**src/rtl/sclk_tone_gen.sv**
```systemverilog
// sclk_tone_gen: square-wave tone divider whose half-period follows a debounced MAXCOUNT,
// switching only on toggle clocks so no half-period is ever truncated.
module sclk_tone_gen #(
   parameter int STABLE_CYCLES = 1000
) (
   input  logic        clk,
   input  logic        rst,
   input  logic        en,
   input  logic [15:0] maxcount,
   output logic        sclk,
   output logic        toggle,
   output logic [15:0] active_mc
);
   localparam int SW = $clog2(STABLE_CYCLES + 1);
   logic [SW-1:0] stab;
   logic [15:0]   cand;
   logic [15:0]   cnt;
   logic          pending;
   logic          run;
   logic          tick;
   assign pending = (stab == SW'(STABLE_CYCLES)) && (cand != active_mc);
   assign run     = en && (active_mc != 16'd0);
   assign tick    = run && (cnt == active_mc - 16'd1);
   always_ff @(posedge clk or posedge rst) begin
      if (rst) begin
         cand <= '0;
         stab <= '0;
      end else if (maxcount != cand) begin
         cand <= maxcount;
         stab <= '0;
      end else if (stab != SW'(STABLE_CYCLES)) begin
         stab <= stab + SW'(1);
      end
   end
   // a zero candidate is only taken on the falling edge so the tone always ends low
   always_ff @(posedge clk or posedge rst) begin
      if (rst) begin
         cnt       <= '0;
         sclk      <= 1'b0;
         toggle    <= 1'b0;
         active_mc <= '0;
      end else if (!run) begin
         cnt    <= '0;
         sclk   <= 1'b0;
         toggle <= sclk;
         if (pending) active_mc <= cand;
      end else if (tick) begin
         cnt    <= '0;
         sclk   <= ~sclk;
         toggle <= 1'b1;
         if (pending && (cand != 16'd0 || sclk)) active_mc <= cand;
      end else begin
         cnt    <= cnt + 16'd1;
         toggle <= 1'b0;
      end
   end
endmodule

```
**config.mk**
```make
export PLATFORM = sky130hd
export DESIGN_NAME = sclk_tone_gen
export DESIGN_NICKNAME = d
export VERILOG_FILES = /design/src/rtl/sclk_tone_gen.sv
export SDC_FILE = /design/constraint.sdc
export NUM_CORES = 1
export LEC_CHECK = 0
export BUFFER_PORTS_ARGS = -buffer_cell sky130_fd_sc_hd__buf_2
export CAP_MARGIN = 20
export CORE_MARGIN = 5
export CORE_UTILIZATION = 63
export CTS_CLUSTER_DIAMETER = 30
export DETAILED_ROUTE_END_ITERATION = 12
export PLACE_DENSITY = 0.86
export SLEW_MARGIN = 10
export SYNTH_ARGS = -nofsm -noshare
export SYNTH_HDL_FRONTEND = slang
export SYNTH_SLANG_ARGS = --single-unit
```
**constraint.sdc**
```tcl
create_clock -name clk -period 9 [get_ports clk]
set_input_delay 1.8 -clock clk [delete_from_list [all_inputs] [get_ports clk]]
set_output_delay 1.8 -clock clk [all_outputs]
set_load 0.005 [all_outputs]
```
### Yosys cells after proc, flatten, opt, wreduce, memory -nomap -nowiden

Cells that the tools add are included.

| storage, ports and cells | value |
|---|---|
| register bits after elaboration | 60 |
| word-level logic and storage cells | 39 |

| operators by class | value |
|---|---|
| bitwise operators | 1 |
| mux-type cells | 12 |
| $add $sub $neg | 3 |
| equality and inequality tests | 7 |
| reductions and logical operators | 10 |

Operators by type and width:

| kind | number |
|---|---|
| $mux W16 | 6 |
| $ne A16 B16 Y1 | 2 |
| $reduce_bool A16 Y1 | 2 |
| $mux W10 | 2 |
| $add A16 B1 Y16 const B | 1 |
| $eq A16 B16 Y1 | 1 |
| $sub A16 B1 Y16 const B | 1 |
| $add A10 B1 Y10 const B | 1 |
| $eq A10 B10 Y1 const B | 1 |
| $ne A10 B10 Y1 const B | 1 |
| $logic_and A1 B1 Y1 | 4 |
| $mux W1 | 4 |
| $ne A2 B1 Y1 const B | 2 |
| $reduce_bool A2 Y1 | 2 |
| $reduce_and A3 Y1 | 1 |
| $logic_or A1 B1 Y1 | 1 |
| $not A1 Y1 | 1 |

### Logic depth before layout (Yosys ltp)

| depth | value |
|---|---|
| word-level depth | 6 |
| depth in mapped cells | 13 |
| depth with buffers taken out | 9 |

### Least setup slack after synthesis

OpenSTA, ideal clock, no wires.

| timing path | value |
|---|---|
| path kind | register -> register |
| start point | register active_mc[0] |
| end point | register active_mc[0] |
| data required time | 8.933 ns |
| library setup time | 0.067 ns |
| clock period less this slack | 3.196 ns |
| stages on the path, launching flop included | 14 |
| path buffers | 4 |
| data arrival time | 3.129 ns |
| setup slack | 5.804 ns |
| cell sequence | dfrtp_1 buf_6 inv_1 ha_1 or3b_1 clkbuf_1 or4_1 a211oi_2 nand2_1 or4_1 buf_2 a21boi_4 buf_6 a22o_1 |

| between the ends | value |
|---|---|
| cells in the longest elaborated chain, start to end | 5 |
| elaborated cells on any way between the ends | 13 |

Ends and longest elaborated chain:

| what | line | RTL |
|---|---|---|
| start: declaration | 12 | `output logic [15:0] active_mc` |
| start signal: assignment | 46 | `if (pending) active_mc <= cand;` |
| start signal: assignment | 51 | `if (pending && (cand != 16'd0 \|\| sclk)) active_mc <= cand;` |
| $sub A16 B1 Y16, or another cell as far along | 23 | `assign tick = run && (cnt == active_mc - 16'd1);` |
| $eq A16 B16 Y1, or another cell as far along | 23 |  |
| $logic_and A1 B1 Y1, on equally long branches | 23, 51 |  |
| $ne A2 B1 Y1 (no source line) | -- |  |
| $reduce_and A3 Y1 (no source line) | -- |  |

Parallel ways exist; a longest one is shown, timed or not.
A chain may end at the register's enable or synchronous reset.

### Worst setup path after layout

| timing path | value |
|---|---|
| start point | register active_mc[1] |
| end point | register active_mc[3] |

Same word-level chain as after synthesis.

==> metrics <==
CTS Sinks 60; die height ~83 um; slowest stage cell, crit path or4_1; CP required 9280 ps; Worst setup SP type flop; synthesized-area fraction occupied by adder cells 1.87%; DIE AREA 0.00687 mm^2; Critical Path Most Common Cell or4_1; Hold Fails Final Rpt 0; vias in the first global route roughly 2500; Peak Freq between 0.2 and 0.3 GHz; compound-cell area share of the yosys netlist slightly below 9%; CP Capture Point active_mc[3]; CP Buf/Inv Count 1; sequential element share of the synthesized area 44.9%; critical path depth in cells 9; status finished clean; std cell rows 26; Tightest Pin Transition between 900 and 1000 ps; cell count after synthesis 336; antenna viol nets, final 0; global route total overflow 0; vias per inst approximately 6; First DRT Iteration DRCs about 180; crit path kind reg -> reg; Net Count, Synth 360; Buffers on Ports 36; Ports 37; largest net degree at the start of global routing 44; reg-to-reg endpoint active_mc[3]; TNS Setup 0 ps; layout cell share with drive strength beyond 1 between 10% and 20%; Hold Path Class reg -> reg; internal power around 0.45 mW; initial antenna violation count 0; Synth Warn # 0; Layout Nets about 380; Top delay family on crit path simple AND/OR/NAND/NOR gates; Synth Register Bits 60; total of max-cap violations 0; Post-CTS Hold Fix Bufs 0; TritonRoute pass-1 iters 4; Layout area overhead 10.5%; worst slack at placement approximately 5600 ps; post-CTS sizing 0; R2R setup slack around 5600 ps; worst relative slew slack about two fifths; Num CTS Buffers 9; H-tree depth 3; routability cong. 0.924; postcts setup bufs 0; slowest cell delay on critical path ~600 ps; sequential cell area approximately 0.0015 mm^2; Residual DRC 0; Worst Setup Slack, final about 5600 ps; max-slew violations 0; Final Critical Period roughly 3400 ps; placed cells 410; worst reg2reg startpoint active_mc[1]; first-pass GRT wire length about 12 mm; final setup fails 0; worst path arrival time 3710 ps; VDD IR-drop max around 0.00014 V; Post-synth EDFFs 0; synth unique cells 40; number of diodes 0; Main synth FF type dfrtp_1; final period utilization a little under two fifths; Post-Route WL approximately 7.4 mm; multiplexer share of the synthesized area less than 1%; Avg WL per Cell between 15 and 20 um; Pleak ~1.6 nW; Sequential Power Share 48.8%; main combinational cell family by area after synthesis XOR/XNOR gates; post-route insts no fill 425; RSZ-0062 raised after global routing false; Worst-Skew Late Latency 350 ps; Final Skew roughly 10 ps; clock transition at the registers of the reported paths about 60 ps; crit-path cells inv_1 -> ha_1 -> or3b_1 -> or4_1 -> a211oi_2 -> nand2_1 -> or4_1 -> a21boi_4 -> a22o_1; Reg2Reg Depth 9; Post-Synthesis Cell Area roughly 0.0033 mm^2; Multi-input gate area 0.00166 mm^2; syn avg cell area roughly 10 um^2; number of fill cells roughly 380; via count of the routed design between 2000 and 3000; initial core utilization 65.1%; Critical Path Fanout Max 16; Worst Setup End Kind flop; die width ~83 um; pwr/cell area between 150 and 200 mW/mm^2; DPL Wire Length approximately 5.3 mm; asr flop ratio synth between 90% and 100%; GRT Util Overall between 20% and 30%; Clock power frac between 40 and 50%; Net Switching around 0.12 mW; Root Driver clkbuf_8; CTS max path bufs 2; CP startpoint active_mc[1]; CTS tree yes; hold_sp cnt[0]; logic gate share of total power 3.6%; switching share of power 21.2%; Synth Area in Simple Gates 18.5%; XOR/XNOR Fraction of Synth Area approximately a fifth; core area approximately 0.0051 mm^2
layout make-up:
cell class	count	area share (%)
sequential	60	40.6
tap	70	2.37
clock buffer	11	4.10
multi-input combinational	235	45.0
inverter	8	0.813
clock inverter	4	1.96
timing repair buffer	37	5.08
per-layer routing:
layer	vias up	track usage, %	part of all wire (%)
met1	1256	29.6	44
li1	1193	-	-
met5	-	0	0
met2	87	34.7	47
met4	0	8.32	1.9
met3	12	5.64	7.2
layout by cell type, fill, tap and decap left out, drive strengths merged, types with 2 or more instances in the layout:
master	netlist	routed
dfrtp	60	60
xnor2	42	42
buf	8	37
xor2	36	36
nor2	32	32
a22o	16	16
nor4	14	14
nand3	13	13
nand2	12	12
clkbuf	25	11
nand4	10	10
and3	8	8
inv	8	8
or4	7	7
a21oi	6	6
o21ai	6	6
nor3	5	5
ha	5	5
or3	3	3
nand4b	2	2
nor4b	2	2
nor3b	2	2
bufinv	0	2
synth_stat cells (all sizes together) (7+ instances only):
cell type	instances	area, um^2
nand2	12	45.0
nor4	14	87.6
or4	7	60.1
dfrtp	60	1500
buf	8	55.1
nand4	10	62.6
xor2	36	315
xnor2	42	368
nand3	13	65.1
a22o	16	140
and3	8	50.1
inv	8	30.0
clkbuf	25	93.8
nor2	32	120
sequential cells by signal, summed over array words and instances (netlist names):
signal,cells
active_mc,16
cand,16
cnt,16
stab,10
sclk,1
toggle,1
worst reg2reg max path, delay by kind of cell, from the launching register on:
family / cells / cell delay [ps]
adders and majority gates: 1 / 220
buffers and inverters: 1 / 120
and+or+nand+nor: 4 / 1620
AOI/OAI and AO/OA: 3 / 940
DFF: 1 / 480
metrics by stage:
step	util [%]	power [mW]	instance area [um^2]	hold WS, ps
2_1_floorplan	-	0.297	3340	483
3_3_place_gp	67.5	0.305	3470	521
3_5_place_dp	67.5	0.305	3470	543
4_1_cts	71.9	0.576	3690	553
5_1_grt	71.9	0.589	3690	572
6_report	71.9	0.573	3690	549
power by group through the flow:
stage	combinational [mW]	sequential, mW	clock [mW]
2_1_floorplan	0.0147	0.282	0
3_3_place_gp	0.0205	0.284	0
3_5_place_dp	0.0210	0.284	0
4_1_cts	0.0212	0.279	0.275
5_1_grt	0.0236	0.280	0.286
6_report	0.0208	0.279	0.273
cells by family after synthesis:
kind of cell    after synthesis
simple gates                114
xor+xnor                     78
flops                        60
buf+inv                      41
compound gates               37
fa+ha+maj                     5
mux                           1
worst min-delay path by stage:
stage,cells past startpoint,to,slack [ps]
CTS,1,cnt[0],550
floorplan,1,cnt[0],480
global route,2,stab[7],570
detailed placement,1,cnt[0],540
finish,1,cnt[0],550
global placement,2,stab[8],520
Power figures use the tool's default switching activity.
